## config.mk

```make
export PLATFORM = sky130hd
export DESIGN_NAME = word_serializer_flat
export DESIGN_NICKNAME = d
export VERILOG_FILES = /design/src/rtl/word_serializer_if.sv /design/src/rtl/word_serializer.sv /design/src/flat_wrapper.sv
export SDC_FILE = /design/constraint.sdc
export NUM_CORES = 1
export LEC_CHECK = 0
export ABC_AREA = 1
export CAP_MARGIN = 20
export CORE_ASPECT_RATIO = 0.5
export CORE_MARGIN = 2
export CORE_UTILIZATION = 40
export CTS_BUF_LIST = sky130_fd_sc_hd__clkbuf_2
export CTS_CLUSTER_SIZE = 25
export DETAILED_ROUTE_END_ITERATION = 8
export GPL_TIMING_DRIVEN = 1
export HOLD_SLACK_MARGIN = 0.06
export PLACE_DENSITY_LB_ADDON = 0.1
export SYNTH_ARGS = -nofsm -noshare
export SYNTH_HDL_FRONTEND = slang
export SYNTH_SLANG_ARGS = --single-unit
```

## constraint.sdc

```tcl
create_clock -name clk -period 1.5 [get_ports clk]
set_input_delay 0.3 -clock clk [delete_from_list [all_inputs] [get_ports clk]]
set_output_delay 0.3 -clock clk [all_outputs]
set_load 0.02 [all_outputs]
```

## src/rtl/word_serializer_if.sv

```systemverilog
// Word-in / byte-frame-out bus of the word serializer.
// The master side offers words and watches the frame bus; the slave side is the serializer.
interface word_serializer_if;
  logic        in_valid;
  logic [31:0] Din;
  logic        in_ready;
  logic        Cout;
  logic        Vout;
  logic [7:0]  Dout;
  logic        Done;
  logic        Busy;

  modport master (
    output in_valid, Din,
    input  in_ready, Cout, Vout, Dout, Done, Busy
  );

  modport slave (
    input  in_valid, Din,
    output in_ready, Cout, Vout, Dout, Done, Busy
  );
endinterface

```

## src/rtl/word_serializer.sv

```systemverilog
// Serializes 32-bit words into back-to-back byte frames with one pending-word buffer and an idle gap.
// Optional macro SERIALIZER_PARITY_EN appends an XOR checksum byte, giving 5-byte frames.
module word_serializer #(
  parameter bit          MSB_FIRST  = 1'b1,
  parameter int unsigned GAP_CYCLES = 0
) (
  input  logic             clk,
  input  logic             rst_n,
  word_serializer_if.slave bus
);

`ifdef SERIALIZER_PARITY_EN
  localparam int unsigned CW   = 3;
  localparam logic [CW-1:0] LAST = 3'd4;
`else
  localparam int unsigned CW   = 2;
  localparam logic [CW-1:0] LAST = 2'd3;
`endif
  localparam bit         HAS_GAP  = (GAP_CYCLES != 0);
  localparam logic [3:0] GAP_LAST = 4'((GAP_CYCLES == 0) ? 0 : GAP_CYCLES - 1);

  typedef enum logic [1:0] {IDLE, SEND, GAP} state_t;

  state_t        state_q, state_d;
  logic [CW-1:0] cnt_q, cnt_d;
  logic [3:0]    gap_q, gap_d;
  logic [31:0]   sh_q, sh_d;
  logic [31:0]   pend_q, pend_d;
  logic          pend_v_q, pend_v_d;
  logic          cout_q, cout_d;
  logic          vout_q, vout_d;
  logic [7:0]    dout_q, dout_d;
  logic          done_q, done_d;
  logic          busy_q, busy_d;
`ifdef SERIALIZER_PARITY_EN
  logic [7:0]    par_q, par_d;
`endif

  logic          accept;
  logic          avail;
  logic          load;
  logic [31:0]   ld_word;

  function automatic logic [7:0] first_byte(input logic [31:0] w);
    return MSB_FIRST ? w[31:24] : w[7:0];
  endfunction

  // Drops the byte just emitted so the next one sits at the output end.
  function automatic logic [31:0] shift_out(input logic [31:0] w);
    return MSB_FIRST ? {w[23:0], 8'h00} : {8'h00, w[31:8]};
  endfunction

  always_comb begin
    accept   = bus.in_valid && !pend_v_q;
    avail    = pend_v_q || bus.in_valid;
    ld_word  = pend_v_q ? pend_q : bus.Din;
    load     = 1'b0;
    state_d  = state_q;
    cnt_d    = cnt_q;
    gap_d    = gap_q;
    sh_d     = sh_q;
    pend_d   = pend_q;
    pend_v_d = pend_v_q;
    cout_d   = 1'b0;
    vout_d   = 1'b0;
    dout_d   = 8'h00;
    done_d   = 1'b0;
`ifdef SERIALIZER_PARITY_EN
    par_d    = par_q;
`endif

    case (state_q)
      IDLE: load = avail;
      SEND: begin
        if (cnt_q != LAST) begin
          cnt_d  = cnt_q + CW'(1);
          vout_d = 1'b1;
          done_d = (cnt_d == LAST);
          sh_d   = shift_out(sh_q);
`ifdef SERIALIZER_PARITY_EN
          dout_d = (cnt_d == LAST) ? par_q : first_byte(sh_q);
`else
          dout_d = first_byte(sh_q);
`endif
        end else if (HAS_GAP) begin
          state_d = GAP;
          gap_d   = 4'd0;
        end else if (avail) begin
          load = 1'b1;
        end else begin
          state_d = IDLE;
        end
      end
      GAP: begin
        if (gap_q != GAP_LAST) gap_d = gap_q + 4'd1;
        else if (avail)        load  = 1'b1;
        else                   state_d = IDLE;
      end
      default: state_d = IDLE;
    endcase

    // Byte 0 is registered on the load edge, so the shifter keeps only the rest.
    if (load) begin
      state_d = SEND;
      cnt_d   = '0;
      sh_d    = shift_out(ld_word);
      cout_d  = 1'b1;
      vout_d  = 1'b1;
      dout_d  = first_byte(ld_word);
`ifdef SERIALIZER_PARITY_EN
      par_d   = ld_word[31:24] ^ ld_word[23:16] ^ ld_word[15:8] ^ ld_word[7:0];
`endif
    end

    // A word skips the buffer only when the shifter takes it on this very edge.
    if (load && pend_v_q) begin
      pend_v_d = 1'b0;
    end else if (accept && !load) begin
      pend_v_d = 1'b1;
      pend_d   = bus.Din;
    end

    busy_d = (state_d != IDLE) || pend_v_d;
  end

  always_ff @(posedge clk) begin
    if (!rst_n) begin
      state_q  <= IDLE;
      cnt_q    <= '0;
      gap_q    <= 4'd0;
      sh_q     <= 32'h0;
      pend_q   <= 32'h0;
      pend_v_q <= 1'b0;
      cout_q   <= 1'b0;
      vout_q   <= 1'b0;
      dout_q   <= 8'h00;
      done_q   <= 1'b0;
      busy_q   <= 1'b0;
`ifdef SERIALIZER_PARITY_EN
      par_q    <= 8'h00;
`endif
    end else begin
      state_q  <= state_d;
      cnt_q    <= cnt_d;
      gap_q    <= gap_d;
      sh_q     <= sh_d;
      pend_q   <= pend_d;
      pend_v_q <= pend_v_d;
      cout_q   <= cout_d;
      vout_q   <= vout_d;
      dout_q   <= dout_d;
      done_q   <= done_d;
      busy_q   <= busy_d;
`ifdef SERIALIZER_PARITY_EN
      par_q    <= par_d;
`endif
    end
  end

  assign bus.in_ready = !pend_v_q;
  assign bus.Cout     = cout_q;
  assign bus.Vout     = vout_q;
  assign bus.Dout     = dout_q;
  assign bus.Done     = done_q;
  assign bus.Busy     = busy_q;

endmodule

```

## src/flat_wrapper.sv

```systemverilog
// flat-port wrapper written by rule: the top's interface ports become plain ports
module word_serializer_flat 
#(
  parameter bit          MSB_FIRST  = 1'b1,
  parameter int unsigned GAP_CYCLES = 0
)
  (clk, rst_n, bus_in_valid, bus_Din, bus_in_ready, bus_Cout, bus_Vout, bus_Dout, bus_Done, bus_Busy);
  word_serializer_if bus_i ();
  input  logic clk;
  input  logic rst_n;
  input wire logic [$bits(bus_i.in_valid)-1:0] bus_in_valid;
  input wire logic [$bits(bus_i.Din)-1:0] bus_Din;
  output wire logic [$bits(bus_i.in_ready)-1:0] bus_in_ready;
  output wire logic [$bits(bus_i.Cout)-1:0] bus_Cout;
  output wire logic [$bits(bus_i.Vout)-1:0] bus_Vout;
  output wire logic [$bits(bus_i.Dout)-1:0] bus_Dout;
  output wire logic [$bits(bus_i.Done)-1:0] bus_Done;
  output wire logic [$bits(bus_i.Busy)-1:0] bus_Busy;
  assign bus_i.in_valid = bus_in_valid;
  assign bus_i.Din = bus_Din;
  assign bus_in_ready = bus_i.in_ready;
  assign bus_Cout = bus_i.Cout;
  assign bus_Vout = bus_i.Vout;
  assign bus_Dout = bus_i.Dout;
  assign bus_Done = bus_i.Done;
  assign bus_Busy = bus_i.Busy;
  word_serializer #(.MSB_FIRST(MSB_FIRST), .GAP_CYCLES(GAP_CYCLES)) u_core (.clk(clk), .rst_n(rst_n), .bus(bus_i));
endmodule
```

* After elaboration in Yosys (flattened, before gate mapping) *
Cells that the tools add are included.

storage, ports and cells
  register bits = 77
  input bits = 35
  output and inout port bits = 13
  word-level logic and storage cells = 59

operators by class
  $add $sub $neg = 2
  eq/ne operators = 4
  multiplexer cells = 22
  bitwise operators = 2
  reductions and logical operators = 18

operator list
  kind                                           count
  two-way mux 32 bit                             4
  two-way mux 8 bit                              3
  two-way mux 1 bit                              9
  two-way mux 2 bit                              4
  AND reduction 2 bit                            4
  case mux 2 bit (3 select lines)                1
  nonzero test 2 bit                             3
  adder 4 x 1 -> 4 bit, second input constant    1
  == test 2 bit, second input constant           2
  nonzero test 4 bit                             1
  logical AND 1 bit                              3
  case mux 1 bit (3 select lines)                1
  AND reduction 3 bit                            1
  adder 2 x 1 -> 2 bit, second input constant    1
  == test 2 x 1 -> 1 bit, second input constant  1
  logical NOT 1 bit                              2
  logical NOT 2 bit                              1
  logical OR 1 bit                               2
  != test 2 bit, second input constant           1
  inverter 1 bit                                 2
  OR reduction 2 bit                             1

* Longest topological paths before layout *
  word-level depth = 9
  mapped depth = 9
  depth with buffers taken out = 8

* Worst setup path after synthesis *
OpenSTA, ideal clock, no wires.

  path kind = reg2reg
  start = register u_core.cnt_q[0]
  end = register u_core.sh_q[31]
  library setup time = 122 ps
  arrival = 1308 ps
  required time = 1378 ps
  setup slack = 70 ps
  stages on the path, launching flop included = 9
  buffers on the path = 1
  clock period less this slack = 1430 ps
  cell sequence = dfxtp_1 -> ha_1 -> o21ai_4 -> nand2_4 -> nand2_8 -> buf_8 -> nand2_1 -> nand2_1 -> a21oi_2

on the way
  cells in the longest elaborated chain, start to end = 5
  elaborated cells on any way between the ends = 7
  classes of those cells = eq/ne (1); mux (3); reduce/logical (3)

ends and longest elaborated chain
  item                                  line                    text
  start, declared                       word_serializer.sv:25   logic [CW-1:0] cnt_q, cnt_d;
  start signal, assigned                word_serializer.sv:144  cnt_q <= cnt_d;
  != test 2 bit *                       word_serializer.sv:75   if (cnt_q != LAST) begin
  two-way mux 1 bit                     word_serializer.sv:75
  case mux 1 bit (3 select lines)       word_serializer.sv:72   case (state_q)
  nonzero test 2 bit (no source line)   --
  AND reduction 2 bit (no source line)  --
  end signal, assigned                  word_serializer.sv:131  sh_q <= 32'h0;
  end signal, assigned                  word_serializer.sv:146  sh_q <= sh_d;
  end, declared                         word_serializer.sv:27   logic [31:0] sh_q, sh_d;

Mark *: on every way between the ends. The rest lies on a longest branch, timed or not.
A chain may end at the register's enable or synchronous reset.

* Final worst setup path *
  start = register u_core.cnt_q[1]
  end = register u_core.cnt_q[1]

on the way
  cells in the longest elaborated chain, start to end = 4
  elaborated cells on any way between the ends = 6
  classes of those cells = add/sub (1); eq/ne (1); mux (2); reduce/logical (2)

ends and longest elaborated chain
  item                                 line
  != test 2 bit                        word_serializer.sv:75
  two-way mux 1 bit                    word_serializer.sv:75
  case mux 1 bit (3 select lines)      word_serializer.sv:72
  OR reduction 2 bit (no source line)  --

Parallel ways exist; a longest one is shown, timed or not.

==> reports/metrics.cfg <==
[worst_setup_path]
path_class = flip-flop to flip-flop
endpoint_kind = flip-flop
startpoint_type = flip-flop
required_ns = 2.01
crit_path_cell_trace = ha_4 -> buf_4 -> buf_6 -> nor2_4 -> inv_6 -> or2_2 -> a21oi_2
crit_fanout = 11
crit_arrival_ns = 2.13
slowest_stage = dfxtp_2
max_stage_delay_ns = 0.39

[pwr]
ir_worst_vdd_v = 0.000346
powerDensity_mw_per_mm2 = 891
power.share.sequential_pct = 50.2
p_int_mw = 3.03
combPwrFrac_pct = 24.5
p_total_mw = 4.48
power.leakage_nw = 2.27
power_switching_mw = 1.45
power_frac_clock_pct = 25.3
swShare_pct = 32.4

[synth]
synth.distinct_cells = 33
synthesis.instances = 529
synth_top_flop_cell = dfxtp_1
synth_seq_cells = 77
syn_nets = 568
ys_async_sr_fraction_pct = 0
yosys_warnings = 0
syn_avg_cell_area_um2 = 7.07
synth_area_mm2 = 0.00374
synth_seq_area_share_pct = 41.2
synth-edff-count = 0

[sta]
rsz0062_at_grt = true
period_share_pct = 108
drv_slew = 0
worst_slew_pin_slew_ns = 0.622
setup_viol_count_final = 55
whs_ns = 0.211
final_hold_viol_count = 0
slew_headroom_pct = 58.5
fin_skew_ns = 0.0234
fin_tns_setup_ns = -2.97
timing.fmax_mhz = 617
post-route-min-period_ns = 1.62
timing.final.ws_setup_ns = -0.121

[global_route]
grtUsageTotal_pct = 19.1
grt-ovfl-total = 0
grt_max_degree = 33
grt_pass1_wl_um = 15000
grt_pass1_vias = 3036
antenna_found_initial = 0

[die]
die_h_um = 72.4
core_mm2 = 0.00889
rows = 24
ios = 48
die_w_um = 141
die_area_mm2 = 0.0102
start_util_pct = 42.1

[flow_run]
drv_cap = 0

[cts]
path_clk_slew_ns = 0.23
insertion_delay_ns = 0.55
tritoncts = done
clock_sinks = 77
clockBufferDepth = 2
htreeDepth = 3
cts_made_buffers = 9
root_buffer = clkbuf_2

[drt]
viasPerCell = 4.68
via_count = 3410
avgRoutedWirePerCell_um = 13.2
totalWireLength_um = 9660
dr.pass1.iters = 4
ant_nets = 0
drt_iter0_drc = 194
drc_errors = 0

[worst_hold_path]
hold_path.class = primary input to flip-flop

[final_layout]
flow.area_growth_from_synthesis_pct = 34.7
final_util_pct = 56.6
final_nets = 646
layout-drive-gt1-share_pct = 29.6
final_cells = 729
n_antenna_cell = 0

[place]
numPlacedInstances = 693
gp_congestion = 0.787
io_buffers = 47
dp_hpwl_um = 5840

[outcome]
status = complete, but fails checks
violations = setup timing

critical path, delay by kind of cell, from the launching register on:
family	cells	cell delay [ns]
AOI/OAI and AO/OA	1	0.12
adders and majority gates	1	0.17
buffers and inverters	3	0.36
and+or+nand+nor	2	0.54
DFF	1	0.39
final timing paths:
kind / from / endpoint / slack (ns) / depth (start not counted)
worst max-delay path: u_core.cnt_q[1] / u_core.cnt_q[1] / -0.12 / 7
worst min-delay path: rst_n / u_core.pend_q[13] / 0.21 / 4
worst max register to register: u_core.cnt_q[1] / u_core.cnt_q[1] / -0.12 / 7
worst min register to register: u_core.sh_q[8] / u_core.sh_q[8] / 0.47 / 2
synthesized netlist by cell type, types with 2 or more instances:
cell type / instances / area share, %
nor2_4: 2 / 0.60
nand2_2: 2 / 0.33
a21oi_2: 18 / 4.2
o21ai_0: 34 / 4.6
nand3_1: 27 / 3.6
ha_1: 4 / 1.3
buf_2: 10 / 1.3
nand3_2: 16 / 4.3
nand2_1: 184 / 18
buf_1: 2 / 0.20
buf_6: 2 / 0.60
a21oi_1: 6 / 0.80
inv_2: 5 / 0.50
dfxtp_1: 77 / 41
buf_8: 2 / 0.80
o21ai_1: 7 / 0.94
nor2_1: 67 / 6.7
inv_1: 36 / 3.6
clkbuf_1: 14 / 1.4
layout make-up:
class | instances | area [um2]
multi-input cells | 384 | 2100
fillers | 865 | 3850
well taps | 117 | 146
clock inverters | 7 | 66.3
inverters | 41 | 159
clock buffers | 9 | 45.0
repair buffers | 94 | 967
flip-flops and latches | 77 | 1550
flip-flops by register name (all words and copies together), names as in the netlist:
signal	count
u_core.bus.Cout	1
u_core.bus.Dout	8
u_core.pend_v_q	1
u_core.bus.Done	1
u_core.gap_q	4
u_core.bus.Busy	1
u_core.sh_q	24
u_core.pend_q	32
u_core.cnt_q	2
u_core.bus.Vout	1
u_core.state_q	2
power by group through the flow:
stage | clock, mW | combinational, mW | sequential [mW]
final | 1.14 | 1.10 | 2.25
after global routing | 1.27 | 1.20 | 2.27
after CTS | 1.19 | 0.993 | 2.25
after detailed placement | 0 | 0.931 | 2.29
after global placement | 0 | 0.923 | 2.29
after floorplan | 0 | 0.560 | 2.31
timing repair:
action | CTS | global route
setup endpoints to repair | 62 | 66
resized for setup | 94 | 46
hold buffers | 0 | 0
gates cloned | 5 | 6
pin swaps | 3 | 14
setup buffers | 7 | 4
stage by stage:
| stage | worst slack, ns | area, um2 |
|---|---|---|
| floorplan | 0.0696 | 3740 |
| CTS | -0.0566 | 4810 |
| global route | -0.203 | 5030 |
| detailed placement | -0.221 | 4460 |
| global placement | -0.186 | 4460 |
| finish | -0.121 | 5030 |
routing by layer:
metal  vias up  track usage [%]  wire length (um)  share of wire (%)
li1       1813                -                 -                  -
met1      1506             28.7              5280                 55
met2        81             26.4              3780                 39
met3        10             5.35               469                4.9
met4         0             5.44               125                1.3
met5         -                0                 0                  0
cell families after synthesis:
| family | Yosys count | synth area share [%] |
|---|---|---|
| AO/OA/AOI/OAI | 68 | 11.3 |
| flip-flops | 77 | 41.2 |
| buffers and inverters | 72 | 8.67 |
| adder cells (fa/ha/maj) | 4 | 1.34 |
| AND/OR/NAND/NOR | 306 | 36.9 |
| XOR/XNOR | 2 | 0.469 |
cells in the final DEF (no fill, tap or decap), types with 4 or more instances in the layout:
cell type	netlist	layout
nor2_2	1	15
buf_2	10	13
nand2_2	2	21
clkdlybuf4s50_1	0	33
o21ai_0	34	34
nor2_4	2	8
o21ai_1	7	6
nand2_1	184	162
inv_1	36	36
nand3_1	27	26
nor2_1	67	49
clkbuf_2	0	9
nand3_2	16	17
dfxtp_1	77	72
nand2_8	1	4
dfxtp_2	0	5
a21oi_2	18	18
inv_2	5	4
buf_16	0	4
a21oi_1	6	6
buf_12	0	4
buf_4	1	24
buf_6	2	13
Note: power is estimated with default switching activity, not from simulation.
==> variant 1, RTL diff (same settings) <==
`MSB_FIRST` is set to 1'b1 in 2 places; all go to 1'b0.
--- a/src/rtl/word_serializer.sv
+++ b/src/rtl/word_serializer.sv
@@ -1,7 +1,7 @@
 // Serializes 32-bit words into back-to-back byte frames with one pending-word buffer and an idle gap.
 // Optional macro SERIALIZER_PARITY_EN appends an XOR checksum byte, giving 5-byte frames.
 module word_serializer #(
-  parameter bit          MSB_FIRST  = 1'b1,
+  parameter bit          MSB_FIRST  = 1'b0,
   parameter int unsigned GAP_CYCLES = 0
 ) (
   input  logic             clk,
--- a/src/flat_wrapper.sv
+++ b/src/flat_wrapper.sv
@@ -1,7 +1,7 @@
 // flat-port wrapper written by rule: the top's interface ports become plain ports
 module word_serializer_flat 
 #(
-  parameter bit          MSB_FIRST  = 1'b1,
+  parameter bit          MSB_FIRST  = 1'b0,
   parameter int unsigned GAP_CYCLES = 0
 )
   (clk, rst_n, bus_in_valid, bus_Din, bus_in_ready, bus_Cout, bus_Vout, bus_Dout, bus_Done, bus_Busy);
Behaviour: not the same (a bounded check fails within 4 cycles, from zero or initial values and one cycle with rst_n low).
==> variant 1 against the original RTL <==
Non-clock buffer count down 16; final area decreased by 14%; utilization is 3.5 points lower; worst setup slack improved by 0.15 ns; critical path type unchanged; wire length fell by 15%; synthesized area down 8.2%; largest power group unchanged; total power down 5.5%; sequential cell count unchanged; critical path depth grew 2.
==> variant 1: results (changes against the original RTL) <==
stage;metric;value;unit;change
cells_and_area;# fillers;850;;-1.7%
detailed_routing;DR vias;3119;;-8.5%
detailed_routing;Detailed Route Iter0 Violations;190;;-2.1%
clock_tree;Clock transition at path regs;0.21;ns;-0.02 ns
worst_setup_path;FF-to-FF setup slack;0.03;ns;+0.15 ns
synthesis;Synth Area in XOR/XNOR;0.2551;%;-0.21 points
worst_setup_path;Reg2Reg Depth;9;;+2
place;gp weighted congestion;0.7856;;-0.22%
grt;GR Util met1;23.62;%;-5.1 points
grt;first-pass GRT wire length;12360;µm;-18%
synthesis;Post-Syn Area per Cell;6.964;µm²;-1.5%
grt;GR Layer Usage met2;23.69;%;-2.8 points
synthesis;net count after synthesis;532;;-6.3%
grt;largest net degree at the start of global routing;37;;+12%
place;placed cell area;4076;µm²;-8.7%
timing;Worst Clk Skew;0.02169;ns;-0.001743 ns
grt;Overall Global Routing Usage;16.67;%;-2.4 points
cells_and_area;share of layout cells above drive strength 1;15.41;%;-14 points
worst_setup_path;largest fanout on the critical path;9;;-2
detailed_routing;met1 WL;4471;µm;-15%
synthesis;commonest cells in the netlist;140 x nand2_1, 88 x o21ai_0, 77 x dfxtp_1;;
hold_path;hold path depth;3;;-1
worst_setup_path;Critical R2R Capture;u_core.pend_q[22]$_SDFFE_PN0P_;;
worst_setup_path;WP data arrival;1.91;ns;-0.22 ns
grt;met3 Use GR;5.994;%;+0.65 points
place;post-DP HPWL;5309;µm;-9.0%
place;Placed Cells;643;;-7.2%
cells_and_area;sequential cell area;1551;µm²;+0.24%
worst_setup_path;CP delay by family, top;buffers and inverters;;
detailed_routing;Via density;4.655;;-0.48%
hold_path;Worst Hold End;u_core.pend_q[29]$_SDFFE_PN0P_;;
pwr;Max VDD drop;458.0;µV;+32%
pwr;Pleak;2.032;nW;-11%
status;status;complete, no violations;;
cells_and_area;nets@finish;592;;-8.4%
detailed_routing;met3 wire len;331;µm;-29%
synthesis;compound-cell area share of the yosys netlist;15.93;%;+4.6 points
place;Placement Setup Slack;-0.1007;ns;+0.1201 ns
[variant 1: cell count changes in the layout (fill, tap and decap cells not counted), sizes merged, moves of 3 or more]
cell	before	now
clkbuf	10	13
nand3	44	21
clkinvlp	3	0
inv	41	51
nor2	73	49
clkinv	3	9
a21oi	24	13
o21ai	43	95
nand2	190	144
buf	60	40
[variant 1: worst max path at each step]
stage | from | end | slack, ns | cells past startpoint
2_1_floorplan | u_core.cnt_q[0]$_SDFFE_PP0P_ | u_core.pend_q[0]$_SDFFE_PN0P_ | 0.12 | 8
3_3_place_gp | bus_in_valid | u_core.sh_q[10]$_SDFFE_PN0P_ | -0.08 | 7
3_5_place_dp | bus_in_valid | u_core.sh_q[13]$_SDFFE_PN0P_ | -0.10 | 7
4_1_cts | u_core.pend_v_q$_SDFF_PN0_ | bus_in_ready | -0.003 | 2
5_1_grt | u_core.pend_v_q$_SDFF_PN0_ | bus_in_ready | -0.03 | 2
6_report | u_core.cnt_q[1]$_SDFFE_PP0P_ | u_core.pend_q[22]$_SDFFE_PN0P_ | 0.03 | 9
[variant 1: cell type report]
cell class	instances	area share (%)
inverters	53	4.752
clock buffers	9	1.037
flip-flops and latches	77	35.71
multi-input cells	334	36.41
repair buffers	78	18.12
well taps	112	3.226
clock inverters	7	0.7488
[variant 1: what timing repair did]
item,CTS,global route
buffers inserted,0,4
pin swaps,1,5
resized for setup,56,43
endpoints found under the setup margin,48,75
gates cloned,0,7
[variant 1: worst reg2reg max path: cells and delay by family, from the launching register on]
family          cells  cell delay [ns]
buf+inv             3             0.40
flops               1             0.38
simple gates        4             0.29
fa+ha+maj           1             0.17
compound gates      1             0.14
[variant 1: where the power goes]
group          leakage (nW)  switching [mW]  internal, mW
clock network        0.0601           0.706         0.193
logic                  1.34           0.606         0.450
registers             0.633          0.0617          2.22
==> variant 2, RTL diff (same flow settings) <==
Without the edit above. Make the reset (`rst_n`) asynchronous in one clocked block.
--- a/src/rtl/word_serializer.sv
+++ b/src/rtl/word_serializer.sv
@@ -123,7 +123,7 @@
     busy_d = (state_d != IDLE) || pend_v_d;
   end
 
-  always_ff @(posedge clk) begin
+  always_ff @(posedge clk or negedge rst_n) begin
     if (!rst_n) begin
       state_q  <= IDLE;
       cnt_q    <= '0;
Behaviour: differs if rst_n is asserted again (counterexample within 4 cycles, from zero or initial values and one cycle with rst_n low); with rst_n held inactive, the same outputs for 10 cycles.
==> variant 2 against the original RTL <==
Die area grew 4.7%; worst setup slack gained 0.094 ns; synthesized cell count fell by 9.8%; worst hold slack got worse by 0.078 ns; final area up 4.9%; the flow still finishes with violations (setup timing); wire length increased by 9.2%; non-clock buffer count shrank 4; sequential cell count did not move; synthesized area rose by 4.9%.
Power is not compared: it rests on default switching activity, and its combinational part moved more than twofold at a synthesized area within 25%.
==> variant 2: results (changes against the original RTL) <==
stage;metric;value;unit;change
worst_setup_path;slowest stage delay, CP;0.43;ns;+0.04 ns
status;failing checks;setup timing;;
worst_setup_path;Critical R2R Capture;u_core.pend_q[23]$_DFFE_PN0P_;;
clock_tree;Hold Buf Count CTS;1;;+1
timing;hold slack;0.1325;ns;-0.07804 ns
hold_path;class of the worst hold path;input pin to async pin;;
worst_setup_path;Worst path slowest cell;dfrtp_1;;
synthesis;YS warnings;0;;unchanged
cells_and_area;max reg flops;32;;unchanged
clock_tree;PostCTS Resize Cnt;69;;-27%
clock_tree;Clock Path Buffers;2;;unchanged
worst_setup_path;CP delay by family, top;flip-flops;;
worst_setup_path;WP data arrival;2.01;ns;-0.12 ns
synthesis;Seq/Total Area, Yosys;49.12;%;+7.9 points
clock_tree;clock buffer count from CTS;9;;unchanged
synthesis;commonest cells in the netlist;227 x nand2_1, 77 x dfrtp_1, 44 x nand3_1;;
detailed_routing;Post-Route WL;10550;µm;+9.2%
synthesis;Synth Area in XOR/XNOR;0.8931;%;+0.42 points
grt;vias in the first global route;3160;;+4.1%
grt;largest net degree at the start of global routing;38;;+15%
synthesis;Synth area leaders;dfrtp_1 49%, nand2_1 22%, nand3_2 7.7%;;
synthesis;net count after synthesis;516;;-9.2%
synthesis;adder-cell share of the synthesized area;1.276;%;-0.063 points
clock_tree;Clock Tree Root;clkbuf_2;;
detailed_routing;met3 wire len;620;µm;+32%
detailed_routing;wire length on met2;4521;µm;+19%
pwr;Pleak;2.652;nW;
timing;Worst Clk Skew;0.03006;ns;+0.006630 ns
cells_and_area;nets@finish;589;;-8.8%
status;status;finished with violations;;
synthesis;Yosys cell types;27;;-18%
clock_tree;number of H-tree levels;3;;unchanged
synthesis;compound-cell area share of the yosys netlist;2.520;%;-8.8 points
timing;Final WS setup;-0.02664;ns;+0.09449 ns
detailed_routing;Detailed Route Iter0 Violations;202;;+4.1%
pwr;Max VDD drop;762.9;µV;
cells_and_area;largest reg by FF count;u_core.pend_q;;
cells_and_area;share of layout cells above drive strength 1;28.16;%;-1.4 points
clock_tree;Clock transition at path regs;0.22;ns;
place;Placement Setup Slack;-0.1293;ns;+0.09145 ns
flow_run;Max Cap Viol;0;;unchanged
detailed_routing;met1 WL;5316;µm;+0.78%
worst_setup_path;Reg2Reg Depth;8;;+1
grt;first-pass GRT wire length;16580;µm;+10%
worst_setup_path;r2r startpoint;u_core.cnt_q[0]$_DFFE_PN0P_;;
grt;Overall Global Routing Usage;20.53;%;+1.4 points
timing;final setup TNS;-0.3440;ns;+2.627 ns
detailed_routing;DR vias;3285;;-3.7%
grt;initial antenna violation count;0;;unchanged
worst_setup_path;largest fanout on the critical path;16;;+5
timing;Final setup viols;26;;-53%
synthesis;ys async rst share;100.0;%;+100 points
place;post-DP HPWL;6371;µm;+9.2%
detailed_routing;uppermost layer routed;met4;;
timing;worst relative slew slack;79.29;%;+21 points
place;gp weighted congestion;0.8323;;+5.7%
clock_tree;Post-CTS Setup Bufs;5;;-2
clock_tree;Clock Latency Late Sink;0.57;ns;+0.02 ns
-- variant 2: power by group --
part           switching, mW  leakage, nW  internal (mW)  total, mW
clock network          0.764       0.0789          0.529       1.29
logic                   3.67         1.62           2.87       6.54
registers              0.566        0.955           3.03       3.59
total                   5.00         2.65           6.42       11.4
-- variant 2: through the flow --
step	area, µm²	std cells
2_1_floorplan	3923	477
3_3_place_gp	4672	657
3_5_place_dp	4672	657
4_1_cts	4918	681
5_1_grt	5280	689
6_report	5280	689
-- variant 2: worst max-delay path by stage --
stage / startpoint / end / slack (ns) / cells past startpoint
2_1_floorplan: u_core.cnt_q[1]$_DFFE_PN0P_ / u_core.bus.Busy$_DFF_PN0_ / 0.06 / 7
3_5_place_dp: bus_in_valid / u_core.sh_q[17]$_DFFE_PN0P_ / -0.13 / 8
6_report: u_core.cnt_q[0]$_DFFE_PN0P_ / u_core.pend_q[23]$_DFFE_PN0P_ / -0.03 / 8
4_1_cts: u_core.pend_v_q$_DFF_PN0_ / bus_in_ready / -0.04 / 2
5_1_grt: u_core.pend_v_q$_DFF_PN0_ / u_core.sh_q[17]$_DFFE_PN0P_ / -0.09 / 9
3_3_place_gp: bus_in_valid / u_core.sh_q[17]$_DFFE_PN0P_ / -0.12 / 8
-- variant 2: cell type report --
cell class / instances / area (µm²)
multi-input cells: 358 / 1936
clock buffers: 9 / 45.04
flip-flops and latches: 77 / 1927
clock inverters: 6 / 78.83
fillers: 877 / 4198
well taps: 135 / 168.9
repair buffers: 90 / 1062
inverters: 14 / 62.56
-- variant 2: layer usage --
metal  vias to the layer above  track usage, %
met1                      1535           29.95
met2                        87           30.26
li1                       1654               -
met5                         -               0
met4                         0           6.427
met3                         9           5.151
